File: src/rtl/vad_pkg.sv
// vad_pkg: shared state encodings and accumulator width for the voice activity detector
package vad_pkg;
  typedef enum logic [1:0] {
    SILENCE  = 2'd0,
    ATTACK   = 2'd1,
    SPEECH   = 2'd2,
    HANGOVER = 2'd3
  } vad_state_e;
  function automatic int acc_w(input int data_w, input int frame_len_log2);
    return 2 * data_w + frame_len_log2;
  endfunction
endpackage

File: src/rtl/vad_energy_acc.sv
// vad_energy_acc: square pipe, sample counter and per-frame mean-square accumulator
module vad_energy_acc
  import vad_pkg::*;
#(
  parameter int DATA_W         = 16,
  parameter int FRAME_LEN_LOG2 = 8,
  parameter int ENERGY_W       = 32
) (
  input  logic                     clk,
  input  logic                     rst_n,
  input  logic                     enable,
  input  logic signed [DATA_W-1:0] sample_in,
  input  logic                     sample_valid,
  output logic [ENERGY_W-1:0]      frame_energy,
  output logic                     energy_valid
);
  localparam int SQ_W  = 2 * DATA_W;
  localparam int ACC_W = acc_w(DATA_W, FRAME_LEN_LOG2);
  logic [FRAME_LEN_LOG2-1:0] cnt_q;
  logic [SQ_W-1:0]           sq_q;
  logic                      sq_vld_q, sq_last_q, ev_q;
  logic [ACC_W-1:0]          acc_q, sum;
  logic [ENERGY_W-1:0]       energy_q;
  logic signed [SQ_W-1:0]    prod;
  logic                      accept;
  assign accept = enable & sample_valid;
  // Most-negative input squares to 2**(SQ_W-2), still positive in SQ_W signed bits
  assign prod = SQ_W'(sample_in) * SQ_W'(sample_in);
  assign sum  = acc_q + ACC_W'(sq_q);
  always_ff @(posedge clk or negedge rst_n) begin
    if (!rst_n) begin
      cnt_q     <= '0;
      sq_q      <= '0;
      sq_vld_q  <= 1'b0;
      sq_last_q <= 1'b0;
      acc_q     <= '0;
      energy_q  <= '0;
      ev_q      <= 1'b0;
    end else if (!enable) begin
      cnt_q     <= '0;
      sq_q      <= '0;
      sq_vld_q  <= 1'b0;
      sq_last_q <= 1'b0;
      acc_q     <= '0;
      energy_q  <= '0;
      ev_q      <= 1'b0;
    end else begin
      sq_vld_q  <= accept;
      sq_last_q <= accept && (cnt_q == '1);
      if (accept) begin
        sq_q  <= $unsigned(prod);
        cnt_q <= cnt_q + FRAME_LEN_LOG2'(1);
      end
      ev_q <= sq_vld_q && sq_last_q;
      if (sq_vld_q) begin
        acc_q <= sq_last_q ? '0 : sum;
        if (sq_last_q) energy_q <= ENERGY_W'(sum >> FRAME_LEN_LOG2);
      end
    end
  end
  assign frame_energy = energy_q;
  assign energy_valid = ev_q;
endmodule

File: src/rtl/voice_activity_detector.sv
// voice_activity_detector: frame energy plus speech/silence decision with attack and hangover
module voice_activity_detector
  import vad_pkg::*;
#(
  parameter int DATA_W         = 16,
  parameter int FRAME_LEN_LOG2 = 8,
  parameter int ATTACK_FRAMES  = 2,
  parameter int HANG_FRAMES    = 8,
  parameter int ENERGY_W       = 32
) (
  input  logic                     clk,
  input  logic                     rst_n,
  input  logic                     enable,
  input  logic signed [DATA_W-1:0] sample_in,
  input  logic                     sample_valid,
  input  logic [ENERGY_W-1:0]      thr_on,
  input  logic [ENERGY_W-1:0]      thr_off,
  output logic [ENERGY_W-1:0]      frame_energy,
  output logic                     energy_valid,
  output logic                     vad_flag,
  output logic [1:0]               vad_state
);
  localparam int AW = $clog2(ATTACK_FRAMES + 1);
  localparam int HW = $clog2(HANG_FRAMES + 1);
  vad_state_e state_q;
  logic [AW-1:0] att_cnt_q;
  logic [HW-1:0] hang_cnt_q;
  vad_energy_acc #(
    .DATA_W        (DATA_W),
    .FRAME_LEN_LOG2(FRAME_LEN_LOG2),
    .ENERGY_W      (ENERGY_W)
  ) u_acc (
    .clk         (clk),
    .rst_n       (rst_n),
    .enable      (enable),
    .sample_in   (sample_in),
    .sample_valid(sample_valid),
    .frame_energy(frame_energy),
    .energy_valid(energy_valid)
  );
  // Decision runs on the energy_valid cycle so the new state is visible one cycle later
  always_ff @(posedge clk or negedge rst_n) begin
    if (!rst_n) begin
      state_q    <= SILENCE;
      att_cnt_q  <= '0;
      hang_cnt_q <= '0;
    end else if (!enable) begin
      state_q    <= SILENCE;
      att_cnt_q  <= '0;
      hang_cnt_q <= '0;
    end else if (energy_valid) begin
      case (state_q)
        SILENCE:
          if (frame_energy >= thr_on) begin
            state_q   <= (ATTACK_FRAMES == 1) ? SPEECH : ATTACK;
            att_cnt_q <= AW'(1);
          end
        ATTACK:
          if (frame_energy < thr_on) state_q <= SILENCE;
          else if (att_cnt_q + AW'(1) == AW'(ATTACK_FRAMES)) state_q <= SPEECH;
          else att_cnt_q <= att_cnt_q + AW'(1);
        SPEECH:
          if (frame_energy < thr_off) begin
            state_q    <= HANGOVER;
            hang_cnt_q <= HW'(HANG_FRAMES - 1);
          end
        HANGOVER:
          if (frame_energy >= thr_off) state_q <= SPEECH;
          else if (hang_cnt_q == '0) state_q <= SILENCE;
          else hang_cnt_q <= hang_cnt_q - HW'(1);
        default: state_q <= SILENCE;
      endcase
    end
  end
  assign vad_state = state_q;
  assign vad_flag  = state_q[1];
endmodule
File: config.mk
export PLATFORM = sky130hd
export DESIGN_NAME = voice_activity_detector
export DESIGN_NICKNAME = d
export VERILOG_FILES = /design/src/rtl/vad_pkg.sv /design/src/rtl/vad_energy_acc.sv /design/src/rtl/voice_activity_detector.sv
export SDC_FILE = /design/constraint.sdc
export NUM_CORES = 1
export LEC_CHECK = 0
export ABC_AREA = 0
export BUFFER_PORTS_ARGS = -buffer_cell sky130_fd_sc_hd__buf_2
export CORE_MARGIN = 8
export CORE_UTILIZATION = 45
export CTS_CLUSTER_DIAMETER = 200
export CTS_CLUSTER_SIZE = 28
export DETAILED_ROUTE_END_ITERATION = 12
export PLACE_DENSITY = 0.67
export SYNTH_ARGS = -nofsm -noshare
export SYNTH_HDL_FRONTEND = slang
export SYNTH_SLANG_ARGS = --single-unit
File: constraint.sdc
create_clock -name clk -period 2.71 [get_ports clk]
set_clock_uncertainty 0.15 [all_clocks]
set_input_delay 0.1355 -clock clk [delete_from_list [all_inputs] [get_ports clk]]
set_output_delay 0.1355 -clock clk [all_outputs]
set_load 0.1 [all_outputs]
Word-level counts from Yosys, hierarchy flattened. Index checks and enable logic that the tools add are counted. W data, S select, Z words.

Word-level logic and storage cells: 80. Flip-flop bits (word level): 123. Output and inout bits: 36.

Magnitude comparators: 4. Bitwise logic cells: 1. Multiply operators: 1. Muxes and demuxes: 33. Reduce and logical (&&, ||, !) cells: 8. Eq/ne operators: 19. Add/subtract/negate cells: 4.

Operators by type and width (number): $mux W32 (5); $mux W40 (3); $ge A32 B32 Y1 (2); $lt A32 B32 Y1 (2); $add A40 B32 Y40 (1); $mul A16 B16 Y32 (1); $mux W2 (12); $mux W4 (5); $ne A3 B3 Y1 const B (6); $mux W8 (2); $reduce_and A5 Y1 (3); $add A8 B1 Y8 const B (1); $eq A8 B8 Y1 const B (1); $ne A2 B1 Y1 const B (4); $ne A4 B4 Y1 const B (2); $pmux W2 S4 (1); $pmux W4 S2 (1); $eq A2 B2 Y1 const B (3); $ne A3 B1 Y1 const B (2); $logic_not A4 Y1 (1); $pmux W2 S2 (1); $sub A4 B1 Y4 const B (1); $mux W1 (3); $add A2 B1 Y2 const B (1); other kinds (5) (6).

Logic depth before layout (Yosys ltp).
Word-level depth: 7. Gate-level depth with buffers: 25. Gate-level depth less buffers: 24.

Modules after synthesis. A second synthesis with hierarchy kept.

Cells, all modules: 1950. Area total of the unflattened synthesis: 17529.3 um2.

Modules (own cells, without submodules): vad_energy_acc (sequential area each 2852.7 um2, area each 15363.5 um2, instances 1, cells an instance 1658); voice_activity_detector (sequential area each 200.2 um2, area each 2165.8 um2, instances 1, cells an instance 292).

Worst setup path before layout. OpenSTA, ideal clock, no wires.

Path kind: input port to flip-flop. From: input sample_in[5]. To: register u_acc.sq_q[31]. Data required time: 2434 ps. Stages: 22. Setup slack: -3448 ps. Data arrival time: 5882 ps. Setup time: 126 ps. Path through: clkbuf_1 clkbuf_1 nand2_1 fa_1 fa_1 fa_1 inv_1 fa_1 fa_1 inv_1 fa_1 inv_1 ha_1 nand3_1 nor2_1 a21oi_1 o31ai_4 a221o_2 a31oi_1 nand2b_4 a311oi_1 a221o_1.

Cells in the longest elaborated chain, start to end: 3.

Ends and longest elaborated chain: start, declared (RTL line voice_activity_detector.sv:14) `input logic signed [DATA_W-1:0] sample_in,`; $mul A16 B16 Y32 (RTL line vad_energy_acc.sv:28) `assign prod = SQ_W'(sample_in) * SQ_W'(sample_in);`; $mux W32 (RTL line vad_energy_acc.sv:50) `if (accept) begin`; $mux W32 (RTL line vad_energy_acc.sv:39) `end else if (!enable) begin`; end signal, assigned (RTL line vad_energy_acc.sv:51) `sq_q <= $unsigned(prod);`; end, declared (RTL line vad_energy_acc.sv:20) `logic [SQ_W-1:0] sq_q;`.

Every way passes these cells. The select of a mux whose other input is x is not followed. A chain may end at the register's enable or synchronous reset.

Worst setup path in the final report.
From: input sample_in[5]. To: register u_acc.sq_q[25].

Same word-level chain as after synthesis.

==> impl_metrics.py <==
metrics = {
    "die": {
        "std_cell_rows": 72,
        "dieArea_mm2": 0.0450,
        "die_y_um": 212,
        "die_width_um": 212,
        "start_util_pct": 45.2,
        "num_io_pins": 120,
        "fp.coreArea_mm2": 0.0383,
    },
    "sta": {
        "setup_viol": 63,
        "fin_ws_ns": -2.60,
        "worst_slew_pin_slew_ns": 0.649,
        "setup_tns_ns": -61.93,
        "slew_violations": 0,
        "fin_crit_ns": 5.31,
        "period_share_pct": 196,
        "timing.slew.headroom_pct": 56.6,
        "hold_viol_final": 0,
        "rsz0062_at_grt": "yes",
        "max_freq_mhz": 188,
    },
    "status": {
        "status": "finished, violations left",
        "violations": "setup timing",
    },
    "setup_path": {
        "regToRegStartpoint": "u_acc.sq_q[0]",
        "end_kind": "flop",
        "crit_start": "sample_in[5]",
        "crit_type": "in2reg",
        "reg2reg_setup_slack_ns": -0.35,
        "rr_worst_depth": 12,
        "arrival_ns": 5.51,
        "cp_data_required_time_ns": 2.91,
        "r2r_end": "u_acc.acc_q[36]",
        "worstSetupStartpointType": "input pin",
        "path_max_fanout": 5,
    },
    "clock_tree": {
        "cts_made_buffers": 17,
        "clock-sinks": 122,
        "clk_pin_slew_ns": 0.06,
        "insertion_delay_ns": 0.42,
        "cts_tree": "yes",
        "clockRootBuffer": "clkbuf_16",
        "clock_path_buffers": 2,
        "h-tree-depth": 4,
    },
    "placed_design": {
        "place.port_buffers": 119,
        "place_hpwl_um": 36200,
        "dp_cells": 2768,
        "globalplace.congestion": 0.888,
    },
    "yosys": {
        "synth_edf_count": 0,
        "seq_area_frac_synth_pct": 17.6,
        "synth-seq-cells": 122,
        "synth_nets": 2391,
        "ys_warn_count": 0,
        "netlist_instances": 1886,
        "syn_avg_cell_area_um2": 9.18,
        "synth_area_mm2": 0.0173,
        "async_flop_share_pct": 100,
        "ys_types": 77,
        "synthFlopType": "dfrtp_1",
    },
    "grt": {
        "grt_use_total_pct": 20.1,
        "antenna_found_initial": 0,
        "grt_pass1_vias": 15600,
        "grt_pass1_wl_um": 74900,
        "grt-ovfl-total": 0,
        "grt_start_max_net_pins": 82,
    },
    "hold_path": {
        "min_to": "u_acc.sq_q[0]",
        "hold_start": "sample_in[0]",
        "hold_path_depth": 4,
        "hp-class": "in2reg",
    },
    "layout": {
        "fin_nets": 2830,
        "final_cell_count_no_fill": 2856,
        "drive_gt1_share_pct": 35.8,
        "diodes": 0,
        "final_util_pct": 62.3,
        "syn_to_final_growth_pct": 37.6,
        "nFillCells": 3046,
    },
    "routing": {
        "wl_per_cell_um": 15.6,
        "wl_um": 44600,
        "drt_iter0_markers": 672,
        "detailedRoute.firstPassIterationCount": 7,
        "drtAntennaViolNets": 0,
        "viasPerCell": 5.00,
        "vias": 14300,
        "drc": 0,
    },
    "run": {
        "max_cap_viol_count": 0,
    },
}
layer usage:
metal  vias to the layer above  global-route usage, %  part of all wire (%)  routed length [µm]
li1                       6951                      -                     -                   -
met5                         -                      0                     0                   0
met1                      6990                   25.8                    45               20100
met4                         0                   4.74                   1.5                 658
met2                       293                   35.8                    49               21900
met3                        55                   2.54                   4.2                1880
kinds of logic after synthesis:
family / share of synthesized area, %
xor gates and xnor gates: 4.19
and+or+nand+nor: 12.2
AOI/OAI and AO/OA: 13.7
muxes: 1.39
DFF: 17.6
buffers and inverters: 10.2
adders and majority gates: 40.6
registers in the layout (all words and copies together), names as in the netlist:
signal / cells
vad_state: 2
u_acc.sq_last_q: 1
u_acc.energy_valid: 1
hang_cnt_q: 4
u_acc.frame_energy: 32
u_acc.cnt_q: 8
u_acc.sq_vld_q: 1
u_acc.sq_q: 31
att_cnt_q: 2
u_acc.acc_q: 40
cells in the mapped netlist, drive strengths merged (18+ instances only):
cell | count | area [µm²]
nand4 | 18 | 113
o21ai | 79 | 399
fa | 235 | 4700
a21o | 52 | 393
xnor2 | 53 | 464
xor2 | 29 | 262
nand3 | 27 | 135
ha | 186 | 2330
dfrtp | 122 | 3050
and2 | 47 | 294
a21oi | 65 | 325
nor2b | 34 | 213
nor2 | 66 | 248
nand2 | 167 | 627
mux2i | 23 | 230
clkbuf | 45 | 169
inv | 414 | 1550
a22o | 38 | 333
through the flow:
stage / worst slack [ns] / instance area (µm²) / hold WS, ns
final: -2.60 / 23800 / 0.0406
after global routing: -2.81 / 23800 / 0.0823
after detailed placement: -3.21 / 21400 / 0.0107
after CTS: -2.62 / 23400 / 0.0292
after global placement: -3.14 / 21400 / -0.000791
after floorplan: -2.84 / 18300 / -0.310
layout by cell type (no fill, tap or decap), types with 16 or more instances in the layout:
cell       count
a21o_1        50
a21oi_1       44
a21oi_2       16
a22o_1        38
and2_1        36
buf_2        102
buf_4        307
buf_6         47
clkbuf_16     17
dfrtp_1       94
fa_1         217
fa_2          18
ha_1         128
ha_4          52
inv_1        377
inv_2         35
mux2i_1       23
nand2_1      140
nand3_1       16
nand4_1       18
nor2_1        48
nor2b_1       32
o21ai_0       31
o21ai_1       31
xnor2_1       37
xor2_1        23
repair_timing:
item                                    4_1_cts  5_1_grt
pin swaps                                   151      101
endpoints found under the setup margin       80       89
endpoints found under the hold margin        44        0
resized for setup                           245       88
setup buffers                                40       20
hold buffers                                  2        0
area by class of cell:
cell class	count	area, µm²	area share, %
clock buffer	17	425	1.78
multi-input combinational	1296	14300	59.9
sequential	122	3130	13.1
timing repair buffer	473	3630	15.2
tap	518	648	2.72
inverter	415	1570	6.57
clock inverter	15	165	0.693
worst max-delay path by stage:
stage	end	slack (ns)	depth (start not counted)
floorplan	u_acc.sq_q[31]	-2.84	23
global placement	u_acc.sq_q[30]	-3.14	21
detailed placement	u_acc.sq_q[30]	-3.21	23
CTS	u_acc.sq_q[30]	-2.62	26
global route	u_acc.sq_q[30]	-2.81	24
finish	u_acc.sq_q[25]	-2.60	23
critical path: stages:
cell and delay (ns):
buf_12 0.11, buf_8 0.13, buf_4 0.14, nand2_2 0.05
fa_1 0.44, fa_1 0.44, fa_2 0.54, inv_1 0.06
fa_1 0.48, fa_1 0.49, inv_1 0.05, fa_1 0.51
inv_2 0.05, ha_4 0.23, a21o_1 0.18, a21oi_2 0.18
o31ai_4 0.10, a221o_2 0.44, buf_6 0.15, a31oi_4 0.21
o21ai_2 0.07, mux2_2 0.26, nand2_1 0.06
Power is not shown: default switching activity piles up to over one toggle a cycle in this logic, so the estimate is an artifact.
